--- config.mk ---
export PLATFORM = sky130hd
export DESIGN_NAME = uart_receiver
export DESIGN_NICKNAME = d
export VERILOG_FILES = /design/src/rtl/uart_pkg.sv /design/src/rtl/baud_tick.sv /design/src/rtl/uart_receiver.sv
export SDC_FILE = /design/constraint.sdc
export NUM_CORES = 1
export LEC_CHECK = 0
export BUFFER_PORTS_ARGS = -buffer_cell sky130_fd_sc_hd__buf_2
export CORE_MARGIN = 2
export CORE_UTILIZATION = 50
export DETAILED_ROUTE_END_ITERATION = 12
export GPL_ROUTABILITY_DRIVEN = 0
export PLACE_DENSITY_LB_ADDON = 0.05
export SYNTH_ARGS = -nofsm -noshare
export SYNTH_HDL_FRONTEND = slang
export SYNTH_HIERARCHICAL = 1
export SYNTH_SLANG_ARGS = --single-unit
export TNS_END_PERCENT = 20
--- constraint.sdc ---
create_clock -name clk -period 2.95 [get_ports clk]
set_clock_uncertainty 0.05 [all_clocks]
set_input_delay 0.295 -clock clk [delete_from_list [all_inputs] [get_ports clk]]
set_output_delay 0.295 -clock clk [all_outputs]
set_load 0.02 [all_outputs]
--- src/rtl/uart_pkg.sv ---
// -----------------------------------------------------------------------------
// uart_pkg : shared UART types and defaults for the receive and transmit paths
// Rev 1.0
// -----------------------------------------------------------------------------
`default_nettype none

package uart_pkg;

   localparam int DataBits = 8;

   // 50 MHz system clock at 115200 baud
   localparam int ClocksPerBitDefault = 434;

   typedef enum logic [1:0] {
      RX_IDLE  = 2'd0,
      RX_START = 2'd1,
      RX_DATA  = 2'd2,
      RX_STOP  = 2'd3
   } uart_rx_state_t;

endpackage

`default_nettype wire

--- src/rtl/baud_tick.sv ---
// -----------------------------------------------------------------------------
// baud_tick : free-running bit-period counter with a mid-period sample strobe
// Rev 1.0
// -----------------------------------------------------------------------------
`default_nettype none

module baud_tick #(
   parameter int Period = 16,
   parameter int TickAt = Period >> 1
) (
   input  logic clk,
   input  logic rst_n,
   input  logic clear,
   output logic tick
);

   localparam int CW = $clog2(Period);
   localparam logic [CW-1:0] LastCount = CW'(Period - 1);
   localparam logic [CW-1:0] TickCount = CW'(TickAt);

   logic [CW-1:0] count_q;

   always_ff @(posedge clk or negedge rst_n) begin
      if (!rst_n) begin
         count_q <= '0;
      end else if (clear || (count_q == LastCount)) begin
         count_q <= '0;
      end else begin
         count_q <= count_q + CW'(1);
      end
   end

   assign tick = (count_q == TickCount);

endmodule

`default_nettype wire

--- src/rtl/uart_receiver.sv ---
// -----------------------------------------------------------------------------
// uart_receiver : 8N1 UART receiver with valid/ready byte output
// Rev 1.0
// -----------------------------------------------------------------------------
`default_nettype none

module uart_receiver
   import uart_pkg::*;
#(
   parameter int ClocksPerBit = ClocksPerBitDefault,
   parameter int HalfBit      = ClocksPerBit >> 1
) (
   input  logic                clk,
   input  logic                rst_n,
   input  logic                rx,
   output logic [DataBits-1:0] data,
   output logic                valid,
   input  logic                ready,
   output logic                frame_error,
   output logic                overrun
);

   localparam int IdxW = $clog2(DataBits);
   localparam logic [IdxW-1:0] LastBit = IdxW'(DataBits - 1);

   uart_rx_state_t      state_q;
   logic [1:0]          sync_q;
   logic [IdxW-1:0]     bit_idx_q;
   logic [DataBits-1:0] shift_q;
   logic [DataBits-1:0] data_q;
   logic                valid_q;
   logic                frame_error_q;
   logic                overrun_q;

   logic                rx_s;
   logic                tick;
   logic                clear;

   assign rx_s  = sync_q[1];
   assign clear = (state_q == RX_IDLE);

   baud_tick #(
      .Period (ClocksPerBit),
      .TickAt (HalfBit)
   ) u_baud_tick (
      .clk   (clk),
      .rst_n (rst_n),
      .clear (clear),
      .tick  (tick)
   );

   always_ff @(posedge clk or negedge rst_n) begin
      if (!rst_n) begin
         sync_q        <= 2'b11;
         state_q       <= RX_IDLE;
         bit_idx_q     <= '0;
         shift_q       <= '0;
         data_q        <= '0;
         valid_q       <= 1'b0;
         frame_error_q <= 1'b0;
         overrun_q     <= 1'b0;
      end else begin
         sync_q        <= {sync_q[0], rx};
         frame_error_q <= 1'b0;
         overrun_q     <= 1'b0;

         // A new byte loading in the stop branch below overrides this drop
         if (valid_q && ready) begin
            valid_q <= 1'b0;
         end

         case (state_q)
            RX_IDLE: begin
               if (!rx_s) begin
                  state_q <= RX_START;
               end
            end
            RX_START: begin
               if (tick) begin
                  if (rx_s) begin
                     state_q <= RX_IDLE;
                  end else begin
                     state_q   <= RX_DATA;
                     bit_idx_q <= '0;
                  end
               end
            end
            RX_DATA: begin
               if (tick) begin
                  shift_q <= {rx_s, shift_q[DataBits-1:1]};
                  if (bit_idx_q == LastBit) begin
                     state_q <= RX_STOP;
                  end else begin
                     bit_idx_q <= bit_idx_q + IdxW'(1);
                  end
               end
            end
            RX_STOP: begin
               if (tick) begin
                  state_q <= RX_IDLE;
                  if (!rx_s) begin
                     frame_error_q <= 1'b1;
                  end else if (valid_q && !ready) begin
                     overrun_q <= 1'b1;
                  end else begin
                     data_q  <= shift_q;
                     valid_q <= 1'b1;
                  end
               end
            end
            default: state_q <= RX_IDLE;
         endcase
      end
   end

   assign data        = data_q;
   assign valid       = valid_q;
   assign frame_error = frame_error_q;
   assign overrun     = overrun_q;

endmodule

`default_nettype wire
==> results.cfg <==
[timing]
rsz0062_at_grt = no
fin_crit_ns = 2.31
setup_ws_ns = 0.644
timing.hold.ws_ns = 0.180
finalSetupViolCount = 0
finalCritPeriodShare_pct = 78.2
relSlewSlack_pct = 50.0
fin_tns_setup_ns = 0
clock.fmax_ghz = 0.434
slew_violations = 0
hold_violations = 0
worst_pin_slew_ns = 0.750

[flow_run]
max-cap-violations = 0

[grt]
antenna_found_initial = 0
gr-total-overflow = 0
grt_max_degree = 36
grt_use_met3_pct = 6.81
grt-busiest-layer = met2
met2_usage_pct = 26.3
met1_usage_pct = 19.7
grt_pass1_wl_um = 4160
track_usage_pct = 16.4
grt_pass1_vias = 944

[floorplanning]
io-pin-count = 15
core_mm2 = 0.00281
die_h_um = 58.8
rows = 19
initial_core_util_pct = 53.6
fp.dieW_um = 58.8
fp.dieArea_mm2 = 0.00346

[setup_path]
r2r_slack_ns = 0.64
endpoint_kind = register
setup.worst_path.start_class = register
r2r_cells = 8
path_class = register to register
path_max_fanout = 5
cp.arrival_ns = 2.49
worst-endpoint-required_ns = 3.14
rr_startpoint = u_baud_tick/count_q[1]$_DFF_PN0_
reg2reg_to = data[7]$_DFFE_PN0P_

[route]
routed_wl_um = 2320
first_pass_iters = 4
final_antenna_net_count = 0
dr_total_vias = 939
drcViolationCount = 0
wl_per_cell_um = 13.7
first_iter_violations = 24
routed_via_density = 5.52

[clocking]
cts_tree = yes
clkSlewWorstSetupHoldPaths_ns = 0.10
cts.sinks = 35
numCtsBuffers = 5
htree_levels = 2
clock_latency_ns = 0.34
cts-root-buf = clkbuf_4
clockBufferDepth = 2

[synth]
yosys.cell_types.count = 28
syn_area_mm2 = 0.00150
ys_ff_latch = 35
syn-num-nets = 123
syn_inst = 115
syn_avg_cell_area_um2 = 13.1
ys_seq_area_share_pct = 58.4
ys_warn_count = 6

[power]
p_per_area_mw_per_mm2 = 532
vdd_drop_max_v = 0.000334
p_leak_nw = 0.864

[hold_path]
hold_depth = 3
worstHoldStart = ready
holdPathEnd = overrun$_DFF_PN0_
hp-class = input pin to register

[final_layout]
postLayoutCellArea_mm2 = 0.00173
antenna_cells = 0
nFillCells = 228
layout-drive-gt1-share_pct = 34.5
layout_commonest_cell = dfrtp_1
fin_util_pct = 61.7
area_delta_synth_final_pct = 15.1
final_nets = 146
layout_common_cells = 33 x dfrtp_1, 17 x mux2_2, 14 x buf_2

[outcome]
status = finished, final reports clean

[place]
hpwl_um = 1630
dpl_worst_slack_ns = 0.599
place_area_mm2 = 0.00161
portBuffers = 14
cells in the mapped netlist:
master | n | area [um2]
ha_1 | 4 | 50.1
nand3_1 | 4 | 20.0
dfrtp_1 | 33 | 826
nand2b_1 | 2 | 12.5
xor2_1 | 2 | 17.5
mux2i_1 | 2 | 20.0
or3_1 | 4 | 25.0
mux2_4 | 1 | 15.0
buf_4 | 1 | 7.51
mux2_2 | 17 | 191
xnor2_1 | 1 | 8.76
o41ai_4 | 1 | 27.5
dfstp_2 | 2 | 52.6
a311oi_1 | 1 | 8.76
and2b_4 | 1 | 10.0
nand4_1 | 2 | 12.5
nor2b_1 | 2 | 12.5
and2_1 | 1 | 6.26
buf_6 | 1 | 11.3
nand3b_1 | 1 | 7.51
nand2_1 | 5 | 18.8
nor2_1 | 10 | 37.5
inv_1 | 5 | 18.8
nor4_1 | 1 | 6.26
a32oi_4 | 1 | 27.5
o21ai_0 | 4 | 20.0
nand2_2 | 2 | 12.5
a21oi_1 | 4 | 20.0
cell type report:
class / instances / area [um2] / share of cell area [%]
clock buffers: 6 / 41.3 / 2.39
flip-flops and latches: 35 / 878 / 50.8
repair buffers: 18 / 105 / 6.07
multi-input cells: 73 / 588 / 34.0
well taps: 31 / 38.8 / 2.24
inverters: 5 / 18.8 / 1.08
clock inverters: 2 / 60.1 / 3.47
power by group:
| group | leakage, nW | internal [mW] | switching, mW |
|---|---|---|---|
| sequential | 0.467 | 0.482 | 0.000971 |
| clock | 0.0525 | 0.264 | 0.159 |
| combinational | 0.344 | 0.00351 | 0.0102 |
| total | 0.864 | 0.750 | 0.171 |
per-stage QoR:
stage                     instances  total power [mW]
after floorplan                 115             0.493
after global placement          160             0.505
after detailed placement        160             0.505
after CTS                       170             0.934
after global routing            170             0.958
final                           170             0.921
how the worst max path moves through the flow:
stage,startpoint,endpoint,slack (ns)
after CTS,u_baud_tick/count_q[1]$_DFF_PN0_,data[7]$_DFFE_PN0P_,0.58
after floorplan,u_baud_tick/count_q[1]$_DFF_PN0_,data[0]$_DFFE_PN0P_,0.55
after detailed placement,u_baud_tick/count_q[1]$_DFF_PN0_,data[7]$_DFFE_PN0P_,0.60
after global placement,u_baud_tick/count_q[1]$_DFF_PN0_,data[6]$_DFFE_PN0P_,0.68
final,u_baud_tick/count_q[1]$_DFF_PN0_,data[7]$_DFFE_PN0P_,0.64
after global routing,u_baud_tick/count_q[1]$_DFF_PN0_,data[4]$_DFFE_PN0P_,0.39
kinds of logic after synthesis:
| kind of cell | count (synthesis) | share of synthesized area [%] |
|---|---|---|
| AO/OA/AOI/OAI | 11 | 6.91 |
| flip-flops | 35 | 58.4 |
| XOR/XNOR | 3 | 1.75 |
| buffers and inverters | 7 | 2.50 |
| adder cells (fa/ha/maj) | 4 | 3.33 |
| multiplexers | 20 | 15.1 |
| AND/OR/NAND/NOR | 35 | 12.1 |
worst max-delay path, stage by stage, from the launching register on:
cell and delay, ns:
dfrtp_1 0.40, inv_1 0.06, ha_1 0.13, nand3b_1 0.14
nor4_1 0.36, nand4_1 0.20, nor2b_1 0.32, buf_4 0.22
mux2_2 0.33
registers in the layout, indices dropped and copies added (netlist names), named ones only:
| register | count |
|---|---|
| u_baud_tick/count_q | 9 |
| data | 8 |
| shift_q | 8 |
| bit_idx_q | 3 |
| sync_q | 2 |
| frame_error | 1 |
| overrun | 1 |
| state_q | 1 |
| valid | 1 |
routing by layer:
| layer | vias to the layer above | share of wire, % |
|---|---|---|
| li1 | 446 | - |
| met1 | 474 | 44 |
| met2 | 13 | 49 |
| met3 | 6 | 4.9 |
| met4 | 0 | 1.9 |
| met5 | - | 0 |
repair_timing:
item | in CTS | in global routing
hold buffers | 2 | 0
hold endpoints to repair | 34 | 0
endpoints found under the setup margin | 0 | 0
buffers inserted | 0 | 0
resized for setup | 0 | 0
(Power assumes the default switching activity.)
